`src/rtl/inst_queue_pkg.sv`:
```
//------------------------------------------------------------------------------
// inst_queue_pkg
// Shared constants and types for the decoding instruction queue.
// Rev 1.0 - initial release
//------------------------------------------------------------------------------
`default_nettype none

package inst_queue_pkg;

    // Internal opcodes; numbering is shared with the dispatcher.
    localparam logic [6:0] OP_NONE  = 7'd0;
    localparam logic [6:0] OP_LUI   = 7'd1;
    localparam logic [6:0] OP_AUIPC = 7'd2;
    localparam logic [6:0] OP_JAL   = 7'd3;
    localparam logic [6:0] OP_JALR  = 7'd4;
    localparam logic [6:0] OP_BEQ   = 7'd5;
    localparam logic [6:0] OP_BNE   = 7'd6;
    localparam logic [6:0] OP_BLT   = 7'd7;
    localparam logic [6:0] OP_BGE   = 7'd8;
    localparam logic [6:0] OP_BLTU  = 7'd9;
    localparam logic [6:0] OP_BGEU  = 7'd10;
    localparam logic [6:0] OP_LB    = 7'd11;
    localparam logic [6:0] OP_LH    = 7'd12;
    localparam logic [6:0] OP_LW    = 7'd13;
    localparam logic [6:0] OP_LBU   = 7'd14;
    localparam logic [6:0] OP_LHU   = 7'd15;
    localparam logic [6:0] OP_SB    = 7'd16;
    localparam logic [6:0] OP_SH    = 7'd17;
    localparam logic [6:0] OP_SW    = 7'd18;
    localparam logic [6:0] OP_ADDI  = 7'd19;
    localparam logic [6:0] OP_SLTI  = 7'd20;
    localparam logic [6:0] OP_SLTIU = 7'd21;
    localparam logic [6:0] OP_XORI  = 7'd22;
    localparam logic [6:0] OP_ORI   = 7'd23;
    localparam logic [6:0] OP_ANDI  = 7'd24;
    localparam logic [6:0] OP_SLLI  = 7'd25;
    localparam logic [6:0] OP_SRLI  = 7'd26;
    localparam logic [6:0] OP_SRAI  = 7'd27;
    localparam logic [6:0] OP_ADD   = 7'd28;
    localparam logic [6:0] OP_SUB   = 7'd29;
    localparam logic [6:0] OP_SLL   = 7'd30;
    localparam logic [6:0] OP_SLT   = 7'd31;
    localparam logic [6:0] OP_SLTU  = 7'd32;
    localparam logic [6:0] OP_XOR   = 7'd33;
    localparam logic [6:0] OP_SRL   = 7'd34;
    localparam logic [6:0] OP_SRA   = 7'd35;
    localparam logic [6:0] OP_OR    = 7'd36;
    localparam logic [6:0] OP_AND   = 7'd37;

    // RV32I major opcodes
    localparam logic [6:0] MAJ_LUI    = 7'b0110111;
    localparam logic [6:0] MAJ_AUIPC  = 7'b0010111;
    localparam logic [6:0] MAJ_JAL    = 7'b1101111;
    localparam logic [6:0] MAJ_JALR   = 7'b1100111;
    localparam logic [6:0] MAJ_BRANCH = 7'b1100011;
    localparam logic [6:0] MAJ_LOAD   = 7'b0000011;
    localparam logic [6:0] MAJ_STORE  = 7'b0100011;
    localparam logic [6:0] MAJ_OPIMM  = 7'b0010011;
    localparam logic [6:0] MAJ_OP     = 7'b0110011;

    typedef enum logic [2:0] {
        FMT_NONE, FMT_R, FMT_I, FMT_SH, FMT_S, FMT_B, FMT_U, FMT_J
    } fmt_e;

    typedef struct packed {
        logic [6:0]  op;
        logic [4:0]  rs1;
        logic [4:0]  rs2;
        logic [4:0]  rd;
        logic [31:0] imm;
    } dec_t;

    typedef struct packed {
        logic [31:0] pc;
        dec_t        dec;
        logic        predict;
    } iq_entry_t;

    function automatic logic is_branch(input logic [6:0] op);
        return (op >= OP_BEQ) && (op <= OP_BGEU);
    endfunction

endpackage

`default_nettype wire

```
`src/rtl/inst_queue_if.sv`:
```
//------------------------------------------------------------------------------
// inst_queue_if
// Fetch-side and dispatch-side signals of the instruction queue.
// Rev 1.0 - initial release
//------------------------------------------------------------------------------
`default_nettype none

interface inst_queue_if;
    logic        rdy_in;
    logic        fetch_valid;
    logic [31:0] fetch_inst;
    logic [31:0] fetch_pc;
    logic        fetch_predict;
    logic        fetch_ready;
    logic        RoB_flush_signal;
    logic        new_instruction_able;
    logic        new_instruction_en;
    logic [31:0] new_pc;
    logic [6:0]  new_opcode;
    logic [4:0]  new_rs1;
    logic [4:0]  new_rs2;
    logic [4:0]  new_rd;
    logic [31:0] new_imm;
    logic        new_predict_result;

    modport master (
        output rdy_in, fetch_valid, fetch_inst, fetch_pc, fetch_predict,
               RoB_flush_signal, new_instruction_able,
        input  fetch_ready, new_instruction_en, new_pc, new_opcode,
               new_rs1, new_rs2, new_rd, new_imm, new_predict_result
    );

    modport slave (
        input  rdy_in, fetch_valid, fetch_inst, fetch_pc, fetch_predict,
               RoB_flush_signal, new_instruction_able,
        output fetch_ready, new_instruction_en, new_pc, new_opcode,
               new_rs1, new_rs2, new_rd, new_imm, new_predict_result
    );
endinterface

`default_nettype wire

```
`src/rtl/inst_queue_decoder.sv`:
```
//------------------------------------------------------------------------------
// inst_decoder
// Combinational RV32I decoder: raw word -> internal opcode, registers, immediate.
// Rev 1.0 - initial release
//------------------------------------------------------------------------------
`default_nettype none

module inst_decoder
    import inst_queue_pkg::*;
(
    input  wire logic [31:0] i_inst,
    output dec_t             o_dec
);

    logic [2:0] w_f3;
    logic       w_b30;
    logic [6:0] w_op;
    fmt_e       w_fmt;

    assign w_f3  = i_inst[14:12];
    assign w_b30 = i_inst[30];

    always_comb begin
        w_op  = OP_NONE;
        w_fmt = FMT_NONE;
        case (i_inst[6:0])
            MAJ_LUI:   begin w_op = OP_LUI;   w_fmt = FMT_U; end
            MAJ_AUIPC: begin w_op = OP_AUIPC; w_fmt = FMT_U; end
            MAJ_JAL:   begin w_op = OP_JAL;   w_fmt = FMT_J; end
            MAJ_JALR:  if (w_f3 == 3'd0) begin w_op = OP_JALR; w_fmt = FMT_I; end
            MAJ_BRANCH: begin
                w_fmt = FMT_B;
                case (w_f3)
                    3'd0:    w_op = OP_BEQ;
                    3'd1:    w_op = OP_BNE;
                    3'd4:    w_op = OP_BLT;
                    3'd5:    w_op = OP_BGE;
                    3'd6:    w_op = OP_BLTU;
                    3'd7:    w_op = OP_BGEU;
                    default: w_op = OP_NONE;
                endcase
            end
            MAJ_LOAD: begin
                w_fmt = FMT_I;
                case (w_f3)
                    3'd0:    w_op = OP_LB;
                    3'd1:    w_op = OP_LH;
                    3'd2:    w_op = OP_LW;
                    3'd4:    w_op = OP_LBU;
                    3'd5:    w_op = OP_LHU;
                    default: w_op = OP_NONE;
                endcase
            end
            MAJ_STORE: begin
                w_fmt = FMT_S;
                case (w_f3)
                    3'd0:    w_op = OP_SB;
                    3'd1:    w_op = OP_SH;
                    3'd2:    w_op = OP_SW;
                    default: w_op = OP_NONE;
                endcase
            end
            MAJ_OPIMM: begin
                w_fmt = FMT_I;
                case (w_f3)
                    3'd0: w_op = OP_ADDI;
                    3'd2: w_op = OP_SLTI;
                    3'd3: w_op = OP_SLTIU;
                    3'd4: w_op = OP_XORI;
                    3'd6: w_op = OP_ORI;
                    3'd7: w_op = OP_ANDI;
                    3'd1: begin w_op = OP_SLLI; w_fmt = FMT_SH; end
                    default: begin w_op = w_b30 ? OP_SRAI : OP_SRLI; w_fmt = FMT_SH; end
                endcase
            end
            MAJ_OP: begin
                w_fmt = FMT_R;
                case (w_f3)
                    3'd0:    w_op = w_b30 ? OP_SUB : OP_ADD;
                    3'd1:    w_op = OP_SLL;
                    3'd2:    w_op = OP_SLT;
                    3'd3:    w_op = OP_SLTU;
                    3'd4:    w_op = OP_XOR;
                    3'd5:    w_op = w_b30 ? OP_SRA : OP_SRL;
                    3'd6:    w_op = OP_OR;
                    default: w_op = OP_AND;
                endcase
            end
            default: ;
        endcase
        if (w_op == OP_NONE) w_fmt = FMT_NONE;
    end

    // Fields absent from a format stay zero so downstream never sees stale bits.
    always_comb begin
        o_dec    = '0;
        o_dec.op = w_op;
        case (w_fmt)
            FMT_R: begin
                o_dec.rs1 = i_inst[19:15];
                o_dec.rs2 = i_inst[24:20];
                o_dec.rd  = i_inst[11:7];
            end
            FMT_I: begin
                o_dec.rs1 = i_inst[19:15];
                o_dec.rd  = i_inst[11:7];
                o_dec.imm = {{20{i_inst[31]}}, i_inst[31:20]};
            end
            FMT_SH: begin
                o_dec.rs1 = i_inst[19:15];
                o_dec.rd  = i_inst[11:7];
                o_dec.imm = {27'b0, i_inst[24:20]};
            end
            FMT_S: begin
                o_dec.rs1 = i_inst[19:15];
                o_dec.rs2 = i_inst[24:20];
                o_dec.imm = {{20{i_inst[31]}}, i_inst[31:25], i_inst[11:7]};
            end
            FMT_B: begin
                o_dec.rs1 = i_inst[19:15];
                o_dec.rs2 = i_inst[24:20];
                o_dec.imm = {{19{i_inst[31]}}, i_inst[31], i_inst[7],
                             i_inst[30:25], i_inst[11:8], 1'b0};
            end
            FMT_U: begin
                o_dec.rd  = i_inst[11:7];
                o_dec.imm = {i_inst[31:12], 12'b0};
            end
            FMT_J: begin
                o_dec.rd  = i_inst[11:7];
                o_dec.imm = {{11{i_inst[31]}}, i_inst[31], i_inst[19:12],
                             i_inst[20], i_inst[30:21], 1'b0};
            end
            default: ;
        endcase
    end

endmodule

`default_nettype wire

```
`src/rtl/inst_queue.sv`:
```
//------------------------------------------------------------------------------
// inst_queue
// Decoding instruction FIFO between fetch and dispatch; flushed on mispredict.
// Optional IQ_BYPASS_EN: zero-latency pass-through when the queue is empty.
// Rev 1.0 - initial release
//------------------------------------------------------------------------------
`default_nettype none

module inst_queue
    import inst_queue_pkg::*;
#(
    parameter int IQ_WIDTH = 2
) (
    input wire logic    clk_in,
    input wire logic    rst_in,
    inst_queue_if.slave iq
);

    localparam int c_DEPTH = 1 << IQ_WIDTH;

    iq_entry_t               r_mem [c_DEPTH];
    logic [IQ_WIDTH-1:0]     r_head;
    logic [IQ_WIDTH-1:0]     r_tail;
    logic [IQ_WIDTH:0]       r_count;

    dec_t      w_dec;
    iq_entry_t w_in;
    iq_entry_t w_head;
    logic      w_full, w_empty, w_ready, w_accept, w_deq, w_bypass, w_push;

    inst_decoder u_dec (
        .i_inst (iq.fetch_inst),
        .o_dec  (w_dec)
    );

    assign w_in.pc      = iq.fetch_pc;
    assign w_in.dec     = w_dec;
    assign w_in.predict = iq.fetch_predict && is_branch(w_dec.op);
    assign w_head       = r_mem[r_head];

    assign w_full   = (r_count == (IQ_WIDTH+1)'(c_DEPTH));
    assign w_empty  = (r_count == '0);
    assign w_ready  = iq.rdy_in && !rst_in && !w_full && !iq.RoB_flush_signal;
    assign w_accept = iq.fetch_valid && w_ready;
    assign w_deq    = iq.rdy_in && !rst_in && !w_empty && iq.new_instruction_able
                      && !iq.RoB_flush_signal;

`ifdef IQ_BYPASS_EN
    assign w_bypass = w_accept && w_empty && iq.new_instruction_able && (w_dec.op != OP_NONE);
`else
    assign w_bypass = 1'b0;
`endif

    // Unsupported encodings are consumed from fetch but never stored.
    assign w_push = w_accept && (w_dec.op != OP_NONE) && !w_bypass;

    always_comb begin
        iq.fetch_ready        = w_ready;
        iq.new_instruction_en = w_deq || w_bypass;
        iq.new_pc             = '0;
        iq.new_opcode         = '0;
        iq.new_rs1            = '0;
        iq.new_rs2            = '0;
        iq.new_rd             = '0;
        iq.new_imm            = '0;
        iq.new_predict_result = 1'b0;
        if (w_bypass) begin
            iq.new_pc             = w_in.pc;
            iq.new_opcode         = w_in.dec.op;
            iq.new_rs1            = w_in.dec.rs1;
            iq.new_rs2            = w_in.dec.rs2;
            iq.new_rd             = w_in.dec.rd;
            iq.new_imm            = w_in.dec.imm;
            iq.new_predict_result = w_in.predict;
        end else if (!w_empty && !rst_in) begin
            iq.new_pc             = w_head.pc;
            iq.new_opcode         = w_head.dec.op;
            iq.new_rs1            = w_head.dec.rs1;
            iq.new_rs2            = w_head.dec.rs2;
            iq.new_rd             = w_head.dec.rd;
            iq.new_imm            = w_head.dec.imm;
            iq.new_predict_result = w_head.predict;
        end
    end

    always_ff @(posedge clk_in) begin
        if (rst_in || iq.RoB_flush_signal) begin
            r_head  <= '0;
            r_tail  <= '0;
            r_count <= '0;
        end else begin
            if (w_push) r_tail <= r_tail + 1'b1;
            if (w_deq)  r_head <= r_head + 1'b1;
            case ({w_push, w_deq})
                2'b10:   r_count <= r_count + 1'b1;
                2'b01:   r_count <= r_count - 1'b1;
                default: r_count <= r_count;
            endcase
        end
    end

    always_ff @(posedge clk_in) begin
        if (w_push) r_mem[r_tail] <= w_in;
    end

endmodule

`default_nettype wire
```
`src/flat_wrapper.sv`:
```
// flat-port wrapper written by rule: the top's interface ports become plain ports
module inst_queue_flat import inst_queue_pkg::*;
#(
    parameter int IQ_WIDTH = 2
)
  (clk_in, rst_in, iq_rdy_in, iq_fetch_valid, iq_fetch_inst, iq_fetch_pc, iq_fetch_predict, iq_RoB_flush_signal, iq_new_instruction_able, iq_fetch_ready, iq_new_instruction_en, iq_new_pc, iq_new_opcode, iq_new_rs1, iq_new_rs2, iq_new_rd, iq_new_imm, iq_new_predict_result);
  inst_queue_if iq_i ();
  input wire logic clk_in;
  input wire logic rst_in;
  input wire logic [$bits(iq_i.rdy_in)-1:0] iq_rdy_in;
  input wire logic [$bits(iq_i.fetch_valid)-1:0] iq_fetch_valid;
  input wire logic [$bits(iq_i.fetch_inst)-1:0] iq_fetch_inst;
  input wire logic [$bits(iq_i.fetch_pc)-1:0] iq_fetch_pc;
  input wire logic [$bits(iq_i.fetch_predict)-1:0] iq_fetch_predict;
  input wire logic [$bits(iq_i.RoB_flush_signal)-1:0] iq_RoB_flush_signal;
  input wire logic [$bits(iq_i.new_instruction_able)-1:0] iq_new_instruction_able;
  output wire logic [$bits(iq_i.fetch_ready)-1:0] iq_fetch_ready;
  output wire logic [$bits(iq_i.new_instruction_en)-1:0] iq_new_instruction_en;
  output wire logic [$bits(iq_i.new_pc)-1:0] iq_new_pc;
  output wire logic [$bits(iq_i.new_opcode)-1:0] iq_new_opcode;
  output wire logic [$bits(iq_i.new_rs1)-1:0] iq_new_rs1;
  output wire logic [$bits(iq_i.new_rs2)-1:0] iq_new_rs2;
  output wire logic [$bits(iq_i.new_rd)-1:0] iq_new_rd;
  output wire logic [$bits(iq_i.new_imm)-1:0] iq_new_imm;
  output wire logic [$bits(iq_i.new_predict_result)-1:0] iq_new_predict_result;
  assign iq_i.rdy_in = iq_rdy_in;
  assign iq_i.fetch_valid = iq_fetch_valid;
  assign iq_i.fetch_inst = iq_fetch_inst;
  assign iq_i.fetch_pc = iq_fetch_pc;
  assign iq_i.fetch_predict = iq_fetch_predict;
  assign iq_i.RoB_flush_signal = iq_RoB_flush_signal;
  assign iq_i.new_instruction_able = iq_new_instruction_able;
  assign iq_fetch_ready = iq_i.fetch_ready;
  assign iq_new_instruction_en = iq_i.new_instruction_en;
  assign iq_new_pc = iq_i.new_pc;
  assign iq_new_opcode = iq_i.new_opcode;
  assign iq_new_rs1 = iq_i.new_rs1;
  assign iq_new_rs2 = iq_i.new_rs2;
  assign iq_new_rd = iq_i.new_rd;
  assign iq_new_imm = iq_i.new_imm;
  assign iq_new_predict_result = iq_i.new_predict_result;
  inst_queue #(.IQ_WIDTH(IQ_WIDTH)) u_core (.clk_in(clk_in), .rst_in(rst_in), .iq(iq_i));
endmodule
```
`config.mk`:
```
export PLATFORM = sky130hd
export DESIGN_NAME = inst_queue_flat
export DESIGN_NICKNAME = d
export VERILOG_FILES = /design/src/rtl/inst_queue_pkg.sv /design/src/rtl/inst_queue_if.sv /design/src/rtl/inst_queue_decoder.sv /design/src/rtl/inst_queue.sv /design/src/flat_wrapper.sv
export SDC_FILE = /design/constraint.sdc
export NUM_CORES = 1
export LEC_CHECK = 0
export BUFFER_PORTS_ARGS = -buffer_cell sky130_fd_sc_hd__clkbuf_2
export CAP_MARGIN = 20
export CORE_UTILIZATION = 30
export DETAILED_ROUTE_END_ITERATION = 10
export PLACE_DENSITY = 0.58
export SLEW_MARGIN = 25
export SYNTH_ARGS = -nofsm -noshare
export SYNTH_HDL_FRONTEND = slang
export SYNTH_SLANG_ARGS = --single-unit
```
`constraint.sdc`:
```
create_clock -name clk_in -period 7 [get_ports clk_in]
set_clock_uncertainty 0.1 [all_clocks]
set_input_delay 1.4 -clock clk_in [delete_from_list [all_inputs] [get_ports clk_in]]
set_output_delay 1.4 -clock clk_in [all_outputs]
set_load 0.02 [all_outputs]
```
==> metrics <==
chip width 223 µm; GRT Residual Overflow 0; area grow syn2layout 17.8%; Setup CP Type in2reg; power consumption 4.24 mW; CP required 7370 ps; crit path cell chain clkbuf_2, a21oi_1, o31a_1, o21ai_0, nand3_1, o311ai_4, ha_1, inv_1, fa_1, xor2_1, or3_1, a21oi_1; final antenna-violating net count 0; fmax 0.211 GHz; Clk pin slew, worst setup/hold paths around 60 ps; htree depth 2; floorplan core area a little under 0.05 mm²; Largest delay share family, worst path compound AO/OA/AOI/OAI gates; Slew Limit Fails 0; crit path time final ~4700 ps; Via density about 4.9; RSZ-0062 raised after global routing no; slew of the pin with the lowest slew margin 947 ps; quantity of I/O buffers inserted on ports roughly 160; total CTS buffers 38; cell mode on critical path a21oi_1; Synthesized Nets just under 900; Inserted Diodes 0; Post-synth EDFFs 344; register area share after synthesis 71.5%; final setup fails 0; DP Area 0.0162 mm²; Critical-path top delay cell o311ai_4; Vias 7851; worst setup margin between 2000 and 2500 ps; outcome finished clean; Startpoint Class primary input; DRT Pass-1 Iters 4; Crit path largest cell delay just under 800 ps; Setup Buffers After CTS 0; Async SR Flop Fraction 0%; VDD IR max 0.140 mV; I/O pin total 160; CP Buf/Inv Count 2; Setup TNS 0 ps; Total GRT Usage 13.5%; fin cells approximately 1600; dpl cells 1551; largest net degree at the start of global routing 57; clock latency on the worst-skew pair 540 ps; register area 0.0105 mm²; Yosys reg bits 353; Hold Worst Slack 407 ps; initial antenna violation count 1; Synth cell types 60; hpwl dp ~21000 µm; vias in the first global route 8017; ratio of cells with drive above 1 in the final layout between 30 and 40%; Slew HR 36.3%; post-layout util 36.0%; WP data arrival a little over 5000 ps; Final Cell Area 0.0173 mm²; max-cap violation count 0; first-pass GRT wire length 50000 µm; P per Cell Area 245 mW/mm²; CTS Buffer Depth 3; DR WL/cell 20.6 µm; pre-CTS setup slack 1750 ps; Primary FF master, synth edfxtp_1; Filler cells 4537; FP Rows 80; post-synthesis cell count 815; DRC errors left 0; CP Capture Type register; DIE HEIGHT around 220 µm; clock sinks 353; First DRT Iteration DRCs 530; final hold vios 0; CTS hold repair buffers 0; Multi-input gate area 0.00393 mm²; fin nets 1053; syn avg cell area 18.0 µm²; fin crit share 67.9%; CP max FO 24; routability cong. 0.890; synthesized cell area 0.0147 mm²; Post-CTS Resized 0; clk root buf clkbuf_16; CTS tree done; die footprint 0.0499 mm²; synth warn 0; static leakage 5.79 nW; final WL between 30000 and 40000 µm; starting density of the core 30.6%; HP Class reg2reg
## Yosys cell counts, drive strengths merged, types with 3 or more instances
| cell type | number | area (µm²) |
|---|---|---|
| a211oi | 4 | 30.0 |
| a21boi | 5 | 37.5 |
| a21oi | 24 | 120 |
| a31oi | 3 | 18.8 |
| and2 | 8 | 50.1 |
| and3 | 3 | 23.8 |
| buf | 22 | 126 |
| clkbuf | 29 | 109 |
| dfxtp | 9 | 180 |
| edfxtp | 344 | 10300 |
| ha | 5 | 62.6 |
| inv | 16 | 60.1 |
| mux4 | 86 | 1940 |
| nand2 | 24 | 92.6 |
| nand2b | 4 | 25.0 |
| nand3 | 4 | 20.0 |
| nand3b | 4 | 30.0 |
| nor2 | 23 | 86.3 |
| nor2b | 92 | 576 |
| nor3 | 10 | 66.3 |
| nor3b | 9 | 72.6 |
| nor4 | 7 | 43.8 |
| o211ai | 5 | 37.5 |
| o21ai | 30 | 150 |
| o311ai | 5 | 61.3 |
| o31ai | 6 | 45.0 |
| or2 | 3 | 18.8 |
| or3 | 4 | 25.0 |
| xor2 | 3 | 26.3 |
## placed cells by master (no fill, tap or decap), drive strengths merged, types with 2 or more instances in the layout
| master | n |
|---|---|
| a211oi | 4 |
| a21boi | 5 |
| a21oi | 24 |
| a22oi | 2 |
| a31oi | 3 |
| and2 | 8 |
| and3 | 3 |
| buf | 14 |
| clkbuf | 210 |
| clkinv | 12 |
| dfxtp | 9 |
| edfxtp | 344 |
| ha | 5 |
| inv | 18 |
| mux2i | 2 |
| mux4 | 86 |
| nand2 | 24 |
| nand2b | 4 |
| nand3 | 4 |
| nand3b | 4 |
| nand4bb | 2 |
| nor2 | 23 |
| nor2b | 92 |
| nor3 | 10 |
| nor3b | 9 |
| nor4 | 7 |
| o211ai | 5 |
| o21ai | 30 |
| o311ai | 5 |
| o31ai | 6 |
| or2 | 3 |
| or3 | 4 |
| or4 | 2 |
| xor2 | 3 |
## worst register-to-register path, cell delays in order, from the launching register on
cell      delay (ps)
dfxtp_1          360
inv_1             80
a31oi_1          400
o311ai_4         320
nor2_4           140
buf_4            470
buf_4            770
## kinds of logic after synthesis
logic type      count (synthesis)  share of synthesized area [%]
compound gates                 92                           4.01
xor+xnor                        4                          0.238
fa+ha+maj                       6                          0.562
buf+inv                        67                           2.01
flops                         353                           71.5
mux                            88                           13.3
other cells                     1                         0.0255
simple gates                  204                           8.33
## report_power, final
part	switching (mW)	total [mW]	internal, mW
sequential	0.000826	2.30	2.30
clock	0.785	1.85	1.06
combinational	0.0577	0.0911	0.0334
## registers in the layout, summed over array words and instances (netlist names), named ones only
| signal | flops |
|---|---|
| u_core.r_mem | 344 |
| u_core.r_tail | 2 |
| u_core.r_head | 2 |
| u_core.r_count | 3 |
## final timing paths
kind                                    endpoint                           start  slack [ps]  depth (start not counted)
setup / recovery  u_core.r_count[2]$_SDFFE_PP0P_               iq_fetch_inst[13]        2250                         12
hold / removal     u_core.r_tail[1]$_SDFFE_PP0P_   u_core.r_tail[1]$_SDFFE_PP0P_         410                          2
setup reg to reg   u_core.r_mem[2][74]$_DFFE_PP_  u_core.r_count[0]$_SDFFE_PP0P_        3940                          6
hold reg to reg    u_core.r_tail[1]$_SDFFE_PP0P_   u_core.r_tail[1]$_SDFFE_PP0P_         410                          2
## per-layer routing
metal	wire length, µm	track usage, %	up-vias
li1	-	-	3556
met1	15100	18.4	4031
met2	15600	21.5	213
met5	12	0	-
met3	1840	2.92	49
met4	770	4.46	2
## final cells by class
cell class	count	area share, %
multi-input cells	395	22.7
well taps	615	4.44
repair buffers	172	5.25
flip-flops and latches	353	60.7
clock buffers	52	5.92
inverters	16	0.347
clock inverters	15	0.614
Note: power is estimated with default switching activity, not from simulation.
